`config.mk`:
```
export PLATFORM = sky130hd
export DESIGN_NAME = halton_32bit_fixed
export DESIGN_NICKNAME = d
export VERILOG_FILES = /design/src/rtl/halton_32bit_fixed.sv
export SDC_FILE = /design/constraint.sdc
export NUM_CORES = 2
export LEC_CHECK = 0
export ABC_AREA = 1
export ABC_CLOCK_PERIOD_IN_PS = 14800
export CAP_MARGIN = 20
export CORE_MARGIN = 2
export CORE_UTILIZATION = 36
export DETAILED_ROUTE_END_ITERATION = 10
export HOLD_SLACK_MARGIN = 0.12
export SYNTH_ARGS = -nofsm -noshare
export SYNTH_HDL_FRONTEND = slang
export SYNTH_SLANG_ARGS = --single-unit
```
`constraint.sdc`:
```
create_clock -name clk -period 14.8 [get_ports clk]
set_input_delay 2.22 -clock clk [delete_from_list [all_inputs] [get_ports clk]]
set_output_delay 2.22 -clock clk [all_outputs]
set_load 0.1 [all_outputs]
```
`src/rtl/halton_32bit_fixed.sv`:
```
// 2-D Halton point generator (bases 2 and 3). Each pop advances a 32-bit index
// and produces both radical inverses digit-serially, one digit per base per cycle.
module halton_32bit_fixed #(
   parameter int unsigned SCALE_0 = 11,
   parameter int unsigned SCALE_1 = 7
) (
   input  logic        clk,
   input  logic        rst_n,
   input  logic        pop_enable,
   input  logic [31:0] seed,
   input  logic        reseed_enable,
   output logic [31:0] halton_out_0,
   output logic [31:0] halton_out_1,
   output logic        valid
);

   localparam int unsigned MAX_DIGITS = (SCALE_0 > SCALE_1) ? SCALE_0 : SCALE_1;
   localparam logic [5:0]  LAST_D = MAX_DIGITS[5:0];
   localparam logic [5:0]  S0_D   = SCALE_0[5:0];
   localparam logic [5:0]  S1_D   = SCALE_1[5:0];

   typedef enum logic [1:0] {
      IDLE = 2'd0,
      BUSY = 2'd1,
      DONE = 2'd2
   } state_t;

   // Reciprocal multiply: (2^33+1)/3 gives an exact floor(x/3) for every 32-bit x.
   function automatic logic [31:0] div3(input logic [31:0] x);
      return 32'(({32'd0, x} * 64'h0000_0000_AAAA_AAAB) >> 33);
   endfunction

   function automatic logic [31:0] mod3(input logic [31:0] x);
      return x - (div3(x) * 32'd3);
   endfunction

   state_t      state_q, state_d;
   logic [31:0] count_q, count_d;
   logic [31:0] w0_q, w0_d;
   logic [31:0] w1_q, w1_d;
   logic [31:0] acc0_q, acc0_d;
   logic [31:0] acc1_q, acc1_d;
   logic [5:0]  dig_q, dig_d;
   logic [31:0] out0_q, out0_d;
   logic [31:0] out1_q, out1_d;
   logic        valid_q, valid_d;
   logic [31:0] w1_div3;
   logic [31:0] w1_mod3;

   assign w1_div3 = div3(w1_q);
   assign w1_mod3 = mod3(w1_q);

   always_comb begin
      state_d = state_q;
      count_d = count_q;
      w0_d    = w0_q;
      w1_d    = w1_q;
      acc0_d  = acc0_q;
      acc1_d  = acc1_q;
      dig_d   = dig_q;
      out0_d  = out0_q;
      out1_d  = out1_q;
      valid_d = 1'b0;

      unique case (state_q)
         IDLE: begin
            // A same-cycle reseed takes priority and the pop is dropped.
            if (reseed_enable) begin
               count_d = seed;
            end else if (pop_enable) begin
               count_d = count_q + 32'd1;
               w0_d    = count_q + 32'd1;
               w1_d    = count_q + 32'd1;
               acc0_d  = 32'd0;
               acc1_d  = 32'd0;
               dig_d   = 6'd0;
               state_d = BUSY;
            end
         end

         BUSY: begin
            if (reseed_enable) begin
               count_d = seed;
            end
            if (dig_q == LAST_D) begin
               out0_d  = acc0_q;
               out1_d  = acc1_q;
               valid_d = 1'b1;
               state_d = DONE;
            end else begin
               if (dig_q < S0_D) begin
                  acc0_d = {acc0_q[30:0], w0_q[0]};
                  w0_d   = w0_q >> 1;
               end
               if (dig_q < S1_D) begin
                  acc1_d = (acc1_q * 32'd3) + w1_mod3;
                  w1_d   = w1_div3;
               end
               dig_d = dig_q + 6'd1;
            end
         end

         DONE: begin
            if (reseed_enable) begin
               count_d = seed;
            end
            state_d = IDLE;
         end

         default: begin
            state_d = IDLE;
         end
      endcase
   end

   // rst_n is active-high despite its name.
   always_ff @(posedge clk or posedge rst_n) begin
      if (rst_n) begin
         state_q <= IDLE;
         count_q <= 32'd0;
         w0_q    <= 32'd0;
         w1_q    <= 32'd0;
         acc0_q  <= 32'd0;
         acc1_q  <= 32'd0;
         dig_q   <= 6'd0;
         out0_q  <= 32'd0;
         out1_q  <= 32'd0;
         valid_q <= 1'b0;
      end else begin
         state_q <= state_d;
         count_q <= count_d;
         w0_q    <= w0_d;
         w1_q    <= w1_d;
         acc0_q  <= acc0_d;
         acc1_q  <= acc1_d;
         dig_q   <= dig_d;
         out0_q  <= out0_d;
         out1_q  <= out1_d;
         valid_q <= valid_d;
      end
   end

   assign halton_out_0 = out0_q;
   assign halton_out_1 = out1_q;
   assign valid        = valid_q;

endmodule

```
# After elaboration in Yosys (flattened, before gate mapping)
# Cells that the tools add are included.
totals:
  inputBits: 36
  elab_cells: 69
  output_inout_bits: 65
  regBits: 233
classes:
  muxes: 29
  mul: 3
  n_addsub: 4
  n_reduce_logical: 10
  n_lt_le_gt_ge: 2
  eq_ne: 11
op_table:
  columns: ["op", "n"]
  rows:
  - ["$mux W32", 14]
  - ["$pmux W32 S2", 5]
  - ["$mul A32 B32 Y64 const B", 1]
  - ["$add A32 B1 Y32 const B", 1]
  - ["$add A32 B32 Y32", 1]
  - ["$mul A31 B2 Y32 const B", 1]
  - ["$mul A32 B2 Y32 const B", 1]
  - ["$sub A32 B32 Y32", 1]
  - ["$mux W6", 3]
  - ["$ne A2 B2 Y1 const B", 6]
  - ["$pmux W6 S2", 1]
  - ["$reduce_and A5 Y1", 2]
  - ["$add A6 B1 Y6 const B", 1]
  - ["$eq A6 B4 Y1 const B", 1]
  - ["$lt A6 B3 Y1 const B", 1]
  - ["$lt A6 B4 Y1 const B", 1]
  - ["$mux W2", 3]
  - ["$reduce_and A3 Y1", 2]
  - ["$pmux W2 S2", 1]
  - ["$reduce_and A4 Y1", 1]
  - ["$reduce_bool A2 Y1", 2]
  - ["$ne A3 B3 Y1 const B", 1]
  - ["$eq A2 B1 Y1 const B", 1]
  - ["$eq A2 B2 Y1 const B", 1]
  - ["other kinds (5)", 6]

# Depth between registers and ports, before layout
logic_depth:
  depth_word: 7
  depth_mapped: 50
  depth_no_buf: 50

# Least setup slack after synthesis
# OpenSTA, ideal clock, no wires.
synth_path:
  path_type: "flip-flop to flip-flop"
  from: "reg w1_q[7]"
  to: "reg acc1_q[29]"
  path_buffers: 0
  synth_period_minus_slack_ps: 9333
  t_arrival_ps: 9206
  path_stages_with_launch: 40
  setup_ps: 127
  setup_slack_ps: 5467
  required_ps: 14673
  path_cell_list: "dfrtp_1 -> ha_1 -> xnor2_1 -> inv_1 -> ha_1 -> or2_2 -> fa_1 -> inv_1 -> fa_1 -> inv_1 -> fa_1 -> fa_1 -> fa_1 -> inv_1 -> fa_1 -> inv_1 -> ha_1 -> a21oi_1 -> [... 4 more ...] -> or2_2 -> and2_1 -> fa_1 -> inv_1 -> fa_1 -> inv_1 -> fa_1 -> inv_1 -> ha_1 -> nand3_1 -> a31oi_1 -> nor2_1 -> o21ai_2 -> nand2_1 -> o21ai_0 -> nand2_1 -> a21oi_1 -> o22ai_1"
synth_via:
  elab_chain_len: 7
synth_lines:
  columns: ["element", "line_no", "source"]
  rows:
  - ["start, declared", "40", "logic [31:0] w1_q, w1_d;"]
  - ["start signal, assigned", "133", "w1_q <= w1_d;"]
  - ["$mul A32 B32 Y64", "30", "return 32'(({32'd0, x} * 64'h0000_0000_AAAA_AAAB) >> 33);"]
  - ["$mul A31 B2 Y32", "34", "return x - (div3(x) * 32'd3);"]
  - ["$sub A32 B32 Y32 (*)", "34", null]
  - ["$add A32 B32 Y32 (*)", "96", "acc1_d = (acc1_q * 32'd3) + w1_mod3;"]
  - ["$mux W32 (*)", "95", "if (dig_q < S1_D) begin"]
  - ["$mux W32 (*)", "85", "if (dig_q == LAST_D) begin"]
  - ["$pmux W32 S2 (*)", "65", "unique case (state_q)"]
  - ["end signal, assigned", "124", "acc1_q <= 32'd0;"]
  - ["end signal, assigned", "135", "acc1_q <= acc1_d;"]
  - ["end, declared", "42", "logic [31:0] acc1_q, acc1_d;"]
# Mark *: on every way between the ends. The rest lies on a longest branch, timed or not. The select of a mux whose other input is x is not followed.
# A chain may end at the register's enable or synchronous reset.

# Final worst setup path
layout_path:
  from: "reg w1_q[9]"
  to: "reg acc1_q[24]"
# The elaborated chain is that of the path after synthesis.

==> flow_summary.yaml <==
status:
  status: "completed"
floorplan:
  io_pins: 101
  die_y_um: 303.1
  die_w_um: 303.1
  placementRows: 109
  core_area_um2: 88510
  dieArea_um2: 91850
  start_util_pct: 36.38
synthesis:
  ys_warn_count: 0
  synth_seq_area_share_pct: 18.11
  synth_cell_types: 63
  ys_seq_elements: 233
  synth_flop_cell: "dfrtp_1"
  async_flop_share_pct: 100.0
  avgSynthCellArea_um2: 8.448
  synth_area_um2: 32200
  syn_inst: 3811
  syn_nets: 4691
  synth-edff-count: 0
clock_tree:
  clkLatencyLatePin_ps: 590
  clkTransAtPathRegs_ps: 60
  cts_hold_buffers: 0
  clock-sinks: 233
  cts_buffers: 29
  h-tree-depth: 1
  cts_root_buf: "clkbuf_16"
  clk_path_buf_depth: 3
  cts_resized: 0
  cts_tree: "built"
  post_cts_buffers: 0
cells_and_area:
  nets: 4776
  layout-drive-gt1-share_pct: 3.702
  n_antenna_cell: 0
  area_growth_pct: 10.24
  layout_commonest_cell: "inv_1"
  final_core_util_pct: 40.10
  mostFrequentLayoutCells: "inv_1, nand2_1, fa_1, ha_1, nor2_1"
setup_path:
  critPathCaptureType: "flop"
  cp_data_arrival_time_ps: 12040
  cpMaxStageDelayCell: "dfrtp_1"
  criticalPathCategory: "flop to flop"
  cpPeakStageDelay_ps: 830
  required_ps: 15240
  critPathMaxFanout: 10
  cp-start-kind: "flop"
detailed_routing:
  wire_per_inst_um: 21.30
  vias: 25320
  drtPass1Iterations: 7
  ant_nets: 0
  remaining_drc_errors: 0
  vias_per_cell: 4.982
  drtIter0Drc: 1780
  finalWirelength_um: 108300
timing:
  setup_viol: 0
  finClkSkew_ps: 25.80
  rsz0062_at_grt: "false"
  finalCriticalPeriod_ps: 11590
  slew_headroom_pct: 29.90
  finalCritPeriodShare_pct: 78.31
  max_slew.worst_pin.slew_ps: 1050
  fin_setup_tns_ps: 0
  setup_ws_ps: 3210
  fmax_mhz: 86.28
  hold_viol_final: 0
  final_max_slew_viol_count: 0
grt:
  track_usage_pct: 24.15
  overflow: 0
  grt_pass1_wl_um: 165600
  grt_max_degree: 120
  antenna_found_initial: 0
  first_global_vias: 26810
placed_design:
  port-buffer-count: 100
  dp_hpwl_um: 93490
  preCtsSetupSlack_ps: 3442
  place.gp.congestion: 1.050
job:
  max_cap_viol_count: 0
hold_path:
  hold_class: "flop to flop"
## cells in the mapped netlist (6+ instances only)
| library cell | instances | share of area, % |
|---|---|---|
| nand2_2 | 9 | 0.17 |
| nand4_1 | 18 | 0.35 |
| a21boi_0 | 10 | 0.23 |
| and2_1 | 22 | 0.43 |
| o21bai_1 | 15 | 0.35 |
| o21a_1 | 14 | 0.33 |
| inv_1 | 970 | 11 |
| o22ai_1 | 67 | 1.3 |
| ha_1 | 396 | 15 |
| a21oi_1 | 153 | 2.4 |
| or2_2 | 18 | 0.35 |
| fa_1 | 448 | 28 |
| o21ai_1 | 15 | 0.23 |
| nor3_1 | 27 | 0.42 |
| nor2_1 | 255 | 3.0 |
| nand2_1 | 569 | 6.6 |
| a21boi_1 | 6 | 0.14 |
| inv_2 | 11 | 0.13 |
| nand3b_1 | 13 | 0.30 |
| a2bb2oi_1 | 10 | 0.27 |
| nor3_2 | 7 | 0.22 |
| a22oi_1 | 9 | 0.21 |
| o21ai_0 | 208 | 3.2 |
| nand3_1 | 89 | 1.4 |
| buf_1 | 6 | 0.070 |
| buf_2 | 20 | 0.31 |
| dfrtp_1 | 233 | 18 |
| clkbuf_1 | 29 | 0.34 |
| a21o_1 | 15 | 0.35 |
| xor2_1 | 46 | 1.3 |
| nor4_1 | 12 | 0.23 |
| o211ai_1 | 7 | 0.16 |
| xnor2_1 | 24 | 0.65 |
## critical path: cells and delay by family, from the launching register on
kind,cells,cell delay (ps)
flops,1,830
compound gates,2,370
buf+inv,8,660
simple gates,16,3390
xor+xnor,1,450
fa+ha+maj,13,5730
## cell type report
cell class	count	area [um^2]
Clock inverter	10	110.1
Multi-Input combinational cell	2536	22410
Timing Repair Buffer	113	1119
Clock buffer	42	864.6
Sequential cell	233	5831
Tap cell	1165	1458
Inverter	983	3700
Fill cell	9106	53020
## kinds of logic (layout without fill, tap and decap cells)
logic type / count (synthesis) / after routing / synth area share (%)
AOI/OAI and AO/OA: 551 / 551 / 9.808
xor gates and xnor gates: 75 / 75 / 2.157
adders and majority gates: 844 / 844 / 43.24
buffers and inverters: 1042 / 1148 / 12.32
DFF: 233 / 233 / 18.11
muxes: 2 / 2 / 0.06606
and+or+nand+nor: 1064 / 1064 / 14.29
## registers in the layout, indices dropped and copies added, names as in the netlist
signal / cells
acc0_q: 32
acc1_q: 32
count_q: 32
dig_q: 6
halton_out_0: 32
halton_out_1: 32
state_q: 2
valid: 1
w0_q: 32
w1_q: 32
## per-layer routing
metal	GRT usage (%)	vias to the layer above	part of all wire, %
met3	3.874	151	5.5
met2	40.11	649	47
li1	-	11930	-
met5	0	-	0
met1	32.56	12590	44
met4	6.756	0	3.2
## worst paths after layout
path	from	end	slack, ps	cells past startpoint
min in group asynchronous	rst_n	halton_out_0[23]	2240	2
hold / removal	halton_out_0[28]	halton_out_0[28]	480	2
setup reg to reg	w1_q[9]	acc1_q[24]	3210	40
setup / recovery	w1_q[9]	acc1_q[24]	3210	40
hold reg to reg	halton_out_0[28]	halton_out_0[28]	480	2
max in group asynchronous	rst_n	count_q[13]	11000	3
## per-stage QoR
| stage | hold WS [ps] | cell area [um^2] | std cells |
|---|---|---|---|
| after floorplan | 447.8 | 32200 | 3811 |
| after detailed placement | 466.5 | 34490 | 5029 |
| final | 482.8 | 35490 | 5082 |
| after global routing | 497.9 | 35490 | 5082 |
| after CTS | 483.2 | 35470 | 5081 |
| after global placement | 464.8 | 34490 | 5029 |
Power is left out: the tool's default activity adds up to more than one toggle a clock period on the data nets, which glitch-free logic cannot reach.
